## src/rtl/samp_pull_ctrl_pkg.sv

```systemverilog
// Shared types for the I/Q sample path between the 4-deep sample FIFO and the
// reader-side pull controller.
//   SAMP_W       : width of each signed I and Q component
//   samp_t       : one complex sample (I and Q always travel together)
//   pull_state_t : occupancy of the 2-entry output skid buffer
package samp_pull_ctrl_pkg;

    localparam int SAMP_W = 24;

    typedef struct packed {
        logic signed [SAMP_W-1:0] i;
        logic signed [SAMP_W-1:0] q;
    } samp_t;

    typedef enum logic [1:0] {
        EMPTY = 2'd0,   // nothing buffered
        ONE   = 2'd1,   // head valid
        TWO   = 2'd2    // head and tail valid
    } pull_state_t;

endpackage

```

## src/rtl/samp_pull_ctrl.sv

```systemverilog
// Reader-side controller for the 4-deep I/Q sample FIFO. Pops the FIFO's
// combinational head into a 2-entry skid buffer and presents the buffer head
// downstream with a PushOut/StopIn handshake, counting delivered samples.
//
// Ports:
//   Clk          : system clock, all state changes on posedge
//   Reset        : asynchronous, active-high reset
//   fifo_samp    : FIFO head sample, valid whenever fifo_empty=0
//   fifo_empty   : FIFO empty flag
//   fifo_PullOut : pop strobe to the FIFO (head consumed on the same edge)
//   StopIn       : downstream stall; transfer when PushOut=1 and StopIn=0
//   PushOut      : SampIOut/SampQOut valid
//   SampIOut     : I component of the buffer head
//   SampQOut     : Q component of the buffer head
//   SampCount    : completed downstream transfers, modulo 2^CNT_W
module samp_pull_ctrl #(
    parameter int SAMP_W = samp_pull_ctrl_pkg::SAMP_W,
    parameter int CNT_W  = 16
) (
    input  logic                      Clk,
    input  logic                      Reset,
    input  samp_pull_ctrl_pkg::samp_t fifo_samp,
    input  logic                      fifo_empty,
    output logic                      fifo_PullOut,
    input  logic                      StopIn,
    output logic                      PushOut,
    output logic signed [SAMP_W-1:0]  SampIOut,
    output logic signed [SAMP_W-1:0]  SampQOut,
    output logic [CNT_W-1:0]          SampCount
);

    import samp_pull_ctrl_pkg::*;

    pull_state_t state;
    samp_t       head;
    samp_t       tail;
    logic        pull;
    logic        xfer;

    // Pull depends only on registered state and the FIFO flag, so there is
    // no combinational path from StopIn back to the FIFO. The FIFO advances
    // its read pointer on every pull, so pulling while empty must never happen.
    assign pull         = !Reset && !fifo_empty && (state != TWO);
    assign fifo_PullOut = pull;

    assign PushOut  = (state != EMPTY);
    assign xfer     = PushOut && !StopIn;
    assign SampIOut = head.i;
    assign SampQOut = head.q;

    always_ff @(posedge Clk or posedge Reset) begin
        if (Reset) begin
            state     <= EMPTY;
            head      <= '0;
            tail      <= '0;
            SampCount <= '0;
        end else begin
            if (xfer) begin
                SampCount <= SampCount + 1'b1;
            end

            case (state)
                EMPTY: begin
                    if (pull) begin
                        head  <= fifo_samp;
                        state <= ONE;
                    end
                end
                ONE: begin
                    if (pull && !xfer) begin
                        tail  <= fifo_samp;
                        state <= TWO;
                    end else if (pull && xfer) begin
                        // Steady-state streaming: the departing head is
                        // replaced by the new sample on the same edge.
                        head <= fifo_samp;
                    end else if (xfer) begin
                        state <= EMPTY;
                    end
                end
                TWO: begin
                    // No pull in TWO; only draining moves the tail forward.
                    if (xfer) begin
                        head  <= tail;
                        state <= ONE;
                    end
                end
                default: begin
                    state <= EMPTY;
                end
            endcase
        end
    end

endmodule

```

## config.mk

```make
export PLATFORM = sky130hd
export DESIGN_NAME = samp_pull_ctrl
export DESIGN_NICKNAME = d
export VERILOG_FILES = /design/src/rtl/samp_pull_ctrl_pkg.sv /design/src/rtl/samp_pull_ctrl.sv
export SDC_FILE = /design/constraint.sdc
export NUM_CORES = 1
export LEC_CHECK = 0
export ABC_CLOCK_PERIOD_IN_PS = 3250
export CAP_MARGIN = 25
export CORE_MARGIN = 5
export CORE_UTILIZATION = 40
export CTS_BUF_LIST = sky130_fd_sc_hd__clkbuf_8
export DETAILED_ROUTE_END_ITERATION = 7
export DONT_BUFFER_PORTS = 1
export MAX_ROUTING_LAYER = met4
export SYNTH_ARGS = -nofsm -noshare
export SYNTH_HDL_FRONTEND = slang
export SYNTH_SLANG_ARGS = --single-unit
```

## constraint.sdc

```tcl
create_clock -name Clk -period 3.25 [get_ports Clk]
set_input_delay 0.325 -clock Clk [delete_from_list [all_inputs] [get_ports Clk]]
set_output_delay 0.325 -clock Clk [all_outputs]
set_load 0.01 [all_outputs]
```

==> reports/results.ini, run 1 <==
[yosys]
ys_seq_area_share_pct = 59.58
synth_top_cell_by_area = dfrtp_1
synth_edf_count = 0
async_reset_ff_share_pct = 100.0
synthTopCellsByArea = dfrtp_1 60%, mux2_2 12%, nand2_1 7.9%
synth_warnings = 0
avgSynthCellArea_um2 = 10.88
synth-main-ff-cell = dfrtp_1
syn_inst = 440
synth_top_cell_area_share_pct = 59.58
syn_nets = 493
synth.distinct_cells = 28
ys_ff_latch = 114
mappedNetlistArea_um2 = 4788

[floorplan]
io_pins = 118
die_x_um = 119.4
coreArea_um2 = 11860
initial_core_util_pct = 40.37
row_count = 40
die_h_um = 119.4
die_area_um2 = 14260

[timing]
maxSlewViolCount = 0
period_share_pct = 64.38
relSlewSlack_pct = 38.54
setup_viol = 0
tightestPinTransition_ps = 921.9
max_freq_mhz = 477.9
fin_skew_ps = 6.692
fin_crit_ps = 2092
setup_tns_ps = 0
hold_viol_final = 0
rsz0062_at_grt = no

[clock_tree]
clock-sinks = 114
postCtsSetupRepairBufs = 0
htreeDepth = 4
ctsResizeCount = 0
path_clk_slew_ps = 60
ctsLongestPathBuffers = 2
cts_buffers = 17
holdBufCountCts = 2
clock_latency_ps = 420
tritoncts = built
cts_root_buf = clkbuf_8

[hold_path]
hold_class = input port to flop

[drt]
drt_iter0_drc = 113
wire_per_inst_um = 16.72
viasPerCell = 5.192
vias = 3110
detail-route-antenna-nets = 0
routed_wl_um = 10020
drtPass1Iterations = 4
drcViolationCount = 0

[final_layout]
fill_cells = 1127
drive_gt1_share_pct = 19.03
fin_nets = 493
num_antenna_cells = 0
layout.core_utilization_pct = 44.56
area_growth_pct = 10.37

[critical_path]
path_buf_inv = 1
cp-end-kind = output port
crit_slowest_cell = dfrtp_1
cp_cell_sequence = nor2b_4 -> buf_4 -> nor3_1
critPathRequiredTime_ps = 2920
crit_family = flip-flops
startpoint_type = flop
crit_fanout = 50
crit_type = flop to output port
max_stage_delay_ps = 480
critical_path_arrival_ps = 1770

[pwr]
p_leak_nw = 2.289
irDropWorstVdd_mv = 0.3272
p_per_area_nw_per_um2 = 765.0

[grt]
overflow = 0
grt_max_degree = 97
grt_pass1_wl_um = 16980
antenna_found_initial = 0
grt_pass1_vias = 3142
track_usage_pct = 15.70

[place]
portBuffers = 0
dp_hpwl_um = 6526
place_congestion = 0.7201

[status]
status = finished clean

[flow_run]
maxCapViolations = 0

==> cells in the mapped netlist (all sizes together), types with 2 or more instances <==
master and instances:
nand2 101, inv 4, nor3 3, nand4 6
xor2 2, dfrtp 114, clkbuf 10, a31oi 48
nor2b 2, mux2 49, nand3 5, a21oi 2
xnor2 13, buf 18, nor2 53
==> sequential cells by signal, indices dropped and copies added (netlist names) <==
signal / cells
tail: 48
SampCount: 16
state: 2
SampIOut: 24
SampQOut: 24
==> worst paths after layout <==
check	endpoint	slack (ps)	start	cells past startpoint
worst max-delay path	fifo_PullOut	1160	state[1]$_DFFE_PP0P_	3
worst min-delay path	SampQOut[7]$_DFFE_PP0P_	50	fifo_samp[7]	2
worst max register to register	tail[38]$_DFFE_PP0P_	1190	state[1]$_DFFE_PP0P_	4
worst min register to register	tail[45]$_DFFE_PP0P_	500	tail[45]$_DFFE_PP0P_	1
max in group asynchronous	SampIOut[14]$_DFFE_PP0P_	1750	Reset	3
min in group asynchronous	tail[1]$_DFFE_PP0P_	510	Reset	2
==> worst reg2reg max path, delay by kind of cell, from the launching register on <==
kind,cells,cell delay [ps]
AND/OR/NAND/NOR,2,820
multiplexers,1,370
flip-flops,1,460
buffers and inverters,1,290
==> layout make-up <==
type	instances	area, um2	share of cell area [%]
flip-flops and latches	114	2853	53.98
multi-input cells	294	1765	33.40
clock buffers	19	261.5	4.948
well taps	147	183.9	3.480
clock inverters	12	102.6	1.941
repair buffers	9	100.1	1.894
inverters	4	18.77	0.3551
==> where the power goes <==
| part | leakage [nW] | internal [mW] | switching (mW) |
|---|---|---|---|
| clock network | 0.212 | 0.694 | 0.526 |
| logic | 0.730 | 0.326 | 0.264 |
| registers | 1.35 | 1.85 | 0.385 |
| total | 2.29 | 2.87 | 1.18 |
==> cell usage in the layout (no fill, tap or decap), drive strengths merged, types with 2 or more instances in the layout <==
master / count
dfrtp: 114
nand2: 101
nor2: 53
mux2: 49
a31oi: 48
clkbuf: 19
xnor2: 13
inv: 9
nand4: 6
buf: 6
nand3: 5
clkinv: 4
nor3: 3
dlygate4sd3: 3
a21oi: 2
xor2: 2
bufinv: 2
nor2b: 2
==> stage by stage <==
step                      setup WS (ps)  instances  instance area (um2)  hold WS [ps]  total power [mW]
after detailed placement           1176        564                 4871         338.2             2.864
after CTS                          1092        597                 5255         2.863             4.115
after floorplan                    1540        440                 4792         441.6             2.701
final                              1158        599                 5285         47.28             4.043
after global placement             1220        564                 4871         319.2             2.819
after global routing              971.2        599                 5285        0.6883             4.324
==> kinds of logic after synthesis <==
group,count (synthesis),share of synthesized area (%)
AOI/OAI and AO/OA,54,7.186
xor gates and xnor gates,15,2.744
adders and majority gates,1,0.2613
buffers and inverters,32,3.867
DFF,114,59.58
muxes,49,11.52
and+or+nand+nor,175,14.84
==> routing by layer <==
metal	track usage [%]	routed length, um	vias to the layer above
met5	-	0	-
met1	18.80	4225	1497
met3	7.597	983	13
li1	-	-	1496
met4	5.583	114	0
met2	23.14	4692	104
Power figures use the tool's default switching activity.
==> inputs of run 2 (changes only) <==
--- a/config.mk
+++ b/config.mk
@@ -5,7 +5,7 @@
 export SDC_FILE = /design/constraint.sdc
 export NUM_CORES = 1
 export LEC_CHECK = 0
-export ABC_CLOCK_PERIOD_IN_PS = 3250
+export ABC_CLOCK_PERIOD_IN_PS = 1940
 export CAP_MARGIN = 25
 export CORE_MARGIN = 5
 export CORE_UTILIZATION = 40
==> constraint.sdc (replaced) <==
create_clock -name Clk -period 1.94 [get_ports Clk]
set_input_delay 0.194 -clock Clk [delete_from_list [all_inputs] [get_ports Clk]]
set_output_delay 0.194 -clock Clk [all_outputs]
set_load 0.01 [all_outputs]
==> reports/results.ini, run 2 (synthesis results as in run 1) <==
[clock_tree]
ctsLongestPathBuffers = 2
tritoncts = built
cts_root_buf = clkbuf_8
path_clk_slew_ps = 70
clock-sinks = 114
cts_buffers = 17
htreeDepth = 4
clock_latency_ps = 430

[critical_path]
crit_type = flop to output port
startpoint_type = flop
timing.reg2reg.setup_slack_ps = 240
critPathRequiredTime_ps = 1750
cp-end-kind = output port
r2r-start = state[1]$_DFFE_PP0P_
reg2regPathDepth = 5
r2r-end = SampIOut[21]$_DFFE_PP0P_
crit_fanout = 50
crit_slowest_cell = dfrtp_1
startpoint = state[1]$_DFFE_PP0P_
cp_cell_sequence = nor2b_4 -> clkbuf_8 -> nor3_2
critical_path_arrival_ps = 1580
max_stage_delay_ps = 480

[grt]
grt_pass1_wl_um = 16870
track_usage_pct = 15.48
grt_pass1_vias = 3309
grt_max_degree = 65
overflow = 0
antenna_found_initial = 0

[floorplan]
io_pins = 118
die_x_um = 119.4
die_h_um = 119.4
row_count = 40
die_area_um2 = 14260
initial_core_util_pct = 40.37
coreArea_um2 = 11860

[timing]
setup_tns_ps = 0
tightestPinTransition_ps = 635.3
period_share_pct = 91.68
maxSlewViolCount = 0
relSlewSlack_pct = 57.65
fin_skew_ps = 9.295
rsz0062_at_grt = no
setup_viol = 0
max_freq_mhz = 562.2
fin_crit_ps = 1779
hold_viol_final = 0

[final_layout]
most-common-layout-cells = 114 x dfrtp_1, 101 x nand2_1, 53 x nor2_1, 50 x dlygate4sd3_1, 49 x mux2_2
fin_nets = 544
largest_reg_flops = 48
largest-register = tail
num_antenna_cells = 0
drive_gt1_share_pct = 18.33
area_growth_pct = 22.24
fin_area_um2 = 5853
final_common_cell = dfrtp_1

[pwr]
irDropWorstVdd_mv = 0.4926
p_per_area_nw_per_um2 = 1190
p_leak_nw = 2.523
total_power_mw = 6.967

[drt]
vias = 3305
viasPerCell = 5.092
routed_wl_um = 10300
drt_iter0_drc = 166
drcViolationCount = 0
wire_per_inst_um = 15.87
drtPass1Iterations = 5
detail-route-antenna-nets = 0

[hold_path]
whs_path_depth = 3
min_from = fifo_empty
hold_class = input port to flop
holdPathEnd = state[0]$_DFFE_PP0P_

[place]
portBuffers = 0
placed_area_um2 = 4971
place_congestion = 0.7249
dp_hpwl_um = 6746

[flow_run]
maxCapViolations = 0

[status]
status = finished clean

-- run 2: report_power, final --
part / internal [mW] / leakage, nW / switching, mW
clock network: 1.20 / 0.209 / 0.899
logic: 0.639 / 0.968 / 0.488
registers: 3.09 / 1.35 / 0.648
total: 4.93 / 2.52 / 2.03
-- run 2: what timing repair did --
item / in CTS / in global routing
resized for setup: 1 / 2
buffers inserted: 0 / 0
endpoints found under the setup margin: 1 / 1
hold buffers: 50 / 0
hold endpoints to repair: 212 / 0
-- run 2: critical path: cells and delay by family, from the launching register on --
kind	cells	cell delay, ps
buffers and inverters	1	330
DFF	1	480
and+or+nand+nor	2	320
-- run 2: final cells by class --
cell class / count / area [um2]
Clock inverter: 10 / 95.09
Multi-Input combinational cell: 294 / 1770
Clock buffer: 20 / 275.3
Tap cell: 147 / 183.9
Inverter: 4 / 18.77
Timing Repair Buffer: 60 / 656.9
Sequential cell: 114 / 2853
Fill cell: 1105 / 6008
-- run 2: per-stage QoR --
step	hold WS (ps)	std cells	util [%]	setup slack, ps
5_1_grt	28.35	649	49.35	32.85
3_5_place_dp	200.0	569	41.91	256.8
6_report	44.39	649	49.35	161.4
3_3_place_gp	189.4	569	41.91	324.8
2_1_floorplan	310.6	440	-	328.9
4_1_cts	0.1439	649	49.28	42.85
-- run 2: worst max-delay path by stage --
stage / end / slack, ps / cells past startpoint
after floorplan: tail[16]$_DFFE_PP0P_ / 330 / 5
after global placement: tail[9]$_DFFE_PP0P_ / 320 / 4
after detailed placement: SampIOut[21]$_DFFE_PP0P_ / 260 / 5
after CTS: fifo_PullOut / 40 / 3
after global routing: fifo_PullOut / 30 / 3
final: fifo_PullOut / 160 / 3
-- run 2: layer usage --
metal	up-vias	track usage, %	share of wire [%]
li1	1593	-	-
met1	1599	18.44	45
met2	98	23.60	46
met3	15	6.030	6.8
met4	0	6.371	1.9
met5	-	-	0
